### src/rtl/adder_32bit_pkg.sv
// adder_32bit_pkg: binary32 field layout, special constants and operand unpacking
package adder_32bit_pkg;
  localparam int WIDTH = 32;
  localparam int EXP_W = 8;
  localparam int FRAC_W = 23;
  localparam int SIG_W = FRAC_W + 1;
  localparam int SIGN_POS = 31;
  localparam int EXP_LSB = FRAC_W;
  localparam logic [EXP_W-1:0] EXP_BIAS = 8'd127;
  localparam logic [EXP_W-1:0] EXP_MAX = 8'hFF;
  localparam logic [WIDTH-1:0] QNAN = 32'h7FC00000;
  typedef struct packed {
    logic sign;
    logic [EXP_W-1:0] exp;
    logic [SIG_W-1:0] sig;
    logic is_zero;
    logic is_inf;
    logic is_nan;
  } fp_t;
  // subnormals take effective exponent 1 with the hidden bit clear
  function automatic fp_t unpack(input logic [WIDTH-1:0] x);
    logic [EXP_W-1:0] e;
    logic [FRAC_W-1:0] f;
    e = x[SIGN_POS-1:EXP_LSB];
    f = x[FRAC_W-1:0];
    unpack.sign = x[SIGN_POS];
    unpack.exp = e == '0 ? 8'd1 : e;
    unpack.sig = {e != '0, f};
    unpack.is_zero = e == '0 && f == '0;
    unpack.is_inf = e == EXP_MAX && f == '0;
    unpack.is_nan = e == EXP_MAX && f != '0;
  endfunction
endpackage

### src/rtl/adder_32bit_lzc28.sv
// fp_lzc28: leading-zero count of a 28-bit vector (28 when all zero)
module fp_lzc28 (
  input  logic [27:0] value,
  output logic [4:0]  count
);
  always_comb begin
    count = 5'd28;
    for (int i = 0; i < 28; i++)
      if (value[i]) count = 5'(27 - i);
  end
endmodule

### src/rtl/adder_32bit.sv
// adder_32bit: 3-stage pipelined IEEE-754 binary32 adder, round-to-nearest-even
module adder_32bit
  import adder_32bit_pkg::*;
(
  input  logic             clk,
  input  logic             rst,
  input  logic [WIDTH-1:0] A,
  input  logic [WIDTH-1:0] B,
  output logic [WIDTH-1:0] F
);
  fp_t ua, ub;
  logic swap, b_sign, sub, zsign, spec;
  logic [EXP_W-1:0] b_exp, s_exp;
  logic [SIG_W-1:0] b_sig, s_sig;
  logic [WIDTH-1:0] sval;
  always_comb begin
    ua = unpack(A);
    ub = unpack(B);
    swap = B[SIGN_POS-1:0] > A[SIGN_POS-1:0];
    b_sign = swap ? ub.sign : ua.sign;
    b_exp = swap ? ub.exp : ua.exp;
    s_exp = swap ? ua.exp : ub.exp;
    b_sig = swap ? ub.sig : ua.sig;
    s_sig = swap ? ua.sig : ub.sig;
    sub = ua.sign ^ ub.sign;
    zsign = ua.is_zero & ub.is_zero & ua.sign & ub.sign;
    spec = ua.is_nan | ub.is_nan | ua.is_inf | ub.is_inf;
    sval = (ua.is_nan | ub.is_nan | (ua.is_inf & ub.is_inf & sub)) ? QNAN :
           {ua.is_inf ? ua.sign : ub.sign, EXP_MAX, {FRAC_W{1'b0}}};
  end
  logic s1_sign, s1_sub, s1_zsign, s1_spec;
  logic [EXP_W-1:0] s1_exp, s1_diff;
  logic [SIG_W-1:0] s1_sig, s1_ssig;
  logic [WIDTH-1:0] s1_sval;
  always_ff @(posedge clk or negedge rst) begin
    if (!rst) begin
      {s1_sign, s1_sub, s1_zsign, s1_spec} <= '0;
      {s1_exp, s1_diff, s1_sig, s1_ssig, s1_sval} <= '0;
    end else begin
      {s1_sign, s1_sub, s1_zsign, s1_spec} <= {b_sign, sub, zsign, spec};
      {s1_exp, s1_diff} <= {b_exp, b_exp - s_exp};
      {s1_sig, s1_ssig, s1_sval} <= {b_sig, s_sig, sval};
    end
  end
  // over-long shifts empty the aligned value and the mask, so everything lands in sticky
  logic [26:0] sm_ext, shifted, aligned;
  logic [27:0] sum;
  always_comb begin
    sm_ext = {s1_ssig, 3'b000};
    shifted = sm_ext >> s1_diff;
    aligned = {shifted[26:1], shifted[0] | (|(sm_ext & ~({27{1'b1}} << s1_diff)))};
    sum = s1_sub ? {1'b0, s1_sig, 3'b000} - {1'b0, aligned} : {1'b0, s1_sig, 3'b000} + {1'b0, aligned};
  end
  logic s2_sign, s2_spec;
  logic [EXP_W-1:0] s2_exp;
  logic [27:0] s2_sum;
  logic [WIDTH-1:0] s2_sval;
  always_ff @(posedge clk or negedge rst) begin
    if (!rst) begin
      {s2_sign, s2_spec, s2_exp, s2_sum, s2_sval} <= '0;
    end else begin
      s2_sign <= sum == '0 ? s1_zsign : s1_sign;
      {s2_spec, s2_exp, s2_sum, s2_sval} <= {s1_spec, s1_exp, sum, s1_sval};
    end
  end
  logic [4:0] lzc;
  fp_lzc28 u_lzc (.value(s2_sum), .count(lzc));
  // left shift stops at exponent 1 so tiny results come out subnormal
  logic [9:0] lz1, em1, sh, e, fe;
  logic [26:0] n;
  logic [24:0] rnd;
  logic up, ovf;
  logic [WIDTH-1:0] res;
  always_comb begin
    lz1 = {5'd0, lzc} - 10'd1;
    em1 = {2'd0, s2_exp} - 10'd1;
    sh = lz1 < em1 ? lz1 : em1;
    n = s2_sum[27] ? {s2_sum[27:2], |s2_sum[1:0]} : s2_sum[26:0] << sh;
    e = s2_sum[27] ? {2'd0, s2_exp} + 10'd1 : {2'd0, s2_exp} - sh;
    up = n[2] & (n[1] | n[0] | n[3]);
    rnd = {1'b0, n[26:3]} + {24'd0, up};
    fe = rnd[24] ? e + 10'd1 : e;
    ovf = fe >= 10'd255;
    res = s2_spec ? s2_sval :
          s2_sum == '0 ? {s2_sign, 31'd0} :
          ovf ? {s2_sign, EXP_MAX, {FRAC_W{1'b0}}} :
          {s2_sign, (rnd[24] | rnd[23]) ? fe[7:0] : 8'd0, rnd[24] ? rnd[23:1] : rnd[22:0]};
  end
  always_ff @(posedge clk or negedge rst) begin
    if (!rst) F <= '0;
    else F <= res;
  end
endmodule

### config.mk
export PLATFORM = sky130hd
export DESIGN_NAME = adder_32bit
export DESIGN_NICKNAME = d
export VERILOG_FILES = /design/src/rtl/adder_32bit_pkg.sv /design/src/rtl/adder_32bit_lzc28.sv /design/src/rtl/adder_32bit.sv
export SDC_FILE = /design/constraint.sdc
export NUM_CORES = 1
export LEC_CHECK = 0
export ABC_AREA = 1
export CORE_MARGIN = 5
export CORE_UTILIZATION = 25
export DETAILED_ROUTE_END_ITERATION = 7
export PLACE_DENSITY_LB_ADDON = 0.12
export SYNTH_ARGS = -nofsm -noshare
export SYNTH_HDL_FRONTEND = slang
export SYNTH_HIERARCHICAL = 1
export SYNTH_SLANG_ARGS = --single-unit
### constraint.sdc
create_clock -name clk -period 9.1 [get_ports clk]
set_input_delay 1.365 -clock clk [delete_from_list [all_inputs] [get_ports clk]]
set_output_delay 1.365 -clock clk [all_outputs]
set_load 0.03 [all_outputs]
==> impl_results.md <==
- Total Routing Usage GR: between 10% and 20%
- Post-CTS Setup Bufs: 0
- Area growth, synth to finish: 14.7%
- Final Hold Viols: 0
- Syn_area_per_cell: 6.31 um^2
- Antenna viol nets, final: 0
- Layout cells sized above 1: 6.84%
- Cts bufs inserted: 17
- Critical Path Most Common Cell: nand2_1
- Post-synthesis net count: 2619
- Reg clk slew, reported paths: roughly 80 ps
- Share of the synthesized area in the top cell type: 23.4%
- # diodes: 0
- CTS tree: yes
- Leading area contributor after synthesis: dfrtp_1
- Sequential Area: 3600 um^2
- Final setup viols: 0
- Post-synth EDFFs: 0
- RSZ-0062 raised after global routing: false
- Drt via density: 4.92
- Port Buffers: 97
- Worst-Margin Slew: 888 ps
- Rows: 91
- Final min period: ~7900 ps
- Setup TNS Final: 0 ps
- Worst Path Class, Setup: reg -> reg
- Longest Clk Path Bufs: 2
- CP startpoint kind: register
- Fmax: 127 MHz
- Critical Path RT: 9480 ps
- Synth Register Bits: 144
- Clock sinks: ~140
- Sequential element share of the synthesized area: 23.4%
- Fillers: ~6800
- Main combinational cell family by area after synthesis: simple AND/OR/NAND/NOR gates
- Initial Util: 25.1%
- DRT Pass-1 Iters: 5
- Avg WL per Cell: 18.1 um
- Vias in the first global route: 15500
- CTS Hold Buffers Added: 0
- Worst-Skew Late Latency: 460 ps
- Hpwl dp: 49.0 mm
- Synth cell count leaders: nand2_1 (659), inv_1 (310), nand3_1 (247), nor2_1 (204), o21ai_0 (198)
- Die Y: around 260 um
- Total Wirelength: 59.5 mm
- H-Tree Depth: 4
- Compound-Gate Fraction of Synth Area: between 10% and 20%
- Tcrit/Tclk final: 86.7%
- Final routed DRC violation total: 0
- Max Slew Vio Count: 0
- Largest net degree at the start of global routing: 76
- Post-synthesis mux area share: 0.398%
- Synth Flop Type: dfrtp_1
- Syn Inst Count: 2441
- Io pins: 98
- Area of the multi-input gates: 10000 um^2
- Die Span X: 258 um
- Number of DRC markers in iteration 0: 1335
- Post-Synth XOR/XNOR Area: 2.56%
- Simple-gate share of the synthesized area: 38.4%
- Initial antenna violation count: 0
- Synth unique cells: 71
- GRT overflow: 0
- Clock Tree Root: clkbuf_16
- Fin Clk Skew: 13.7 ps
- Ys Warns: 6
- Post-CTS resize count: 0
- CP max stage delay: between 400 and 500 ps
- RePlAce Congestion: 0.917
- CP endpoint kind: register
- Critical Path AT: 8270 ps
- First-pass GRT wire length: 92.1 mm
- Worst Hold Class: reg -> reg
- Synth Area in Adders: 9.25%
- Core area: roughly 60000 um^2
- Die area: 66600 um^2
- Cell area after synthesis: 15400 um^2
- Via count: 16200
- Max Cap Viol: 0
- DP Area: 17000 um^2
- Worst-path fanout max: 39
- # nets final: 2664
- Synth area leaders: dfrtp_1 (23%), nand2_1 (16%), ha_1 (8.9%)
- Most frequent cell after synthesis: nand2_1
- Status: complete, no violations
- Slowest CP cell: a21oi_4
- Final Cell Area: approximately 18000 um^2
- Post-synthesis async set-or-reset flop share: 100%
- Slew HR: between 40 and 50%
[critical path, delay by kind of cell, from the launching register on]
kind            cells  cell delay (ps)
compound gates      3              940
xor+xnor            1              220
fa+ha+maj           3              680
buf+inv             6              480
flops               1              450
simple gates       47             5030
[routing by layer]
layer	track usage (%)	up-vias	part of all wire [%]
met5	0	-	0
met4	3.40	0	1.2
met3	2.13	37	4.6
met2	28.1	410	45
met1	25.5	7625	49
li1	-	8104	-
[placed cells by master (no fill, tap or decap), drive strengths merged, types with 29 or more instances in the layout]
master,n
a21oi,116
o21ai,210
nor4,29
clkdlybuf4s50,96
nor2,224
inv,337
dfrtp,144
ha,109
nand3,271
nor3,40
nand4,46
xor2,35
nand2,680
[worst paths after layout]
check | startpoint | end | slack (ps) | cells past startpoint
max | s2_sum[1]$_DFF_PN0_ | F[2]$_DFF_PN0_ | 1210 | 60
min | s1_sval[30]$_DFF_PN0_ | s2_sval[30]$_DFF_PN0_ | 350 | 0
max reg2reg | s2_sum[1]$_DFF_PN0_ | F[2]$_DFF_PN0_ | 1210 | 60
min reg2reg | s1_sval[30]$_DFF_PN0_ | s2_sval[30]$_DFF_PN0_ | 350 | 0
max in group asynchronous | rst | s1_ssig[12]$_DFF_PN0_ | 6750 | 2
min in group asynchronous | rst | F[10]$_DFF_PN0_ | 930 | 1
[per-stage QoR]
stage	hold WS (ps)	setup WS, ps	util [%]	std cells
floorplan	331	3070	-	2441
global placement	334	1410	27.8	3257
detailed placement	335	1310	27.8	3257
CTS	351	1250	28.8	3289
global route	353	216	28.8	3289
finish	349	1210	28.8	3289
[cell families after synthesis]
family          count (synthesis)
simple gates                 1311
fa+ha+maj                     112
other cells                     1
compound gates                397
flops                         144
xor+xnor                       45
mux                             6
buf+inv                       425
[cell type report]
cell class	instances	area share, %
clock inverter	15	1.07
inverter	334	7.38
clock buffer	17	2.41
tap	790	5.60
multi-input combinational	1872	56.8
timing repair buffer	117	6.35
sequential	144	20.4
[state kept, by name, summed over array words and instances (netlist names), 8 cells and up]
register  count
s1_diff       8
s2_exp        8
F            32
s1_ssig      24
s2_sum       28
s1_sig       24
s1_exp        8
Power is not shown: default switching activity piles up to over one toggle a cycle in this logic, so the estimate is an artifact.
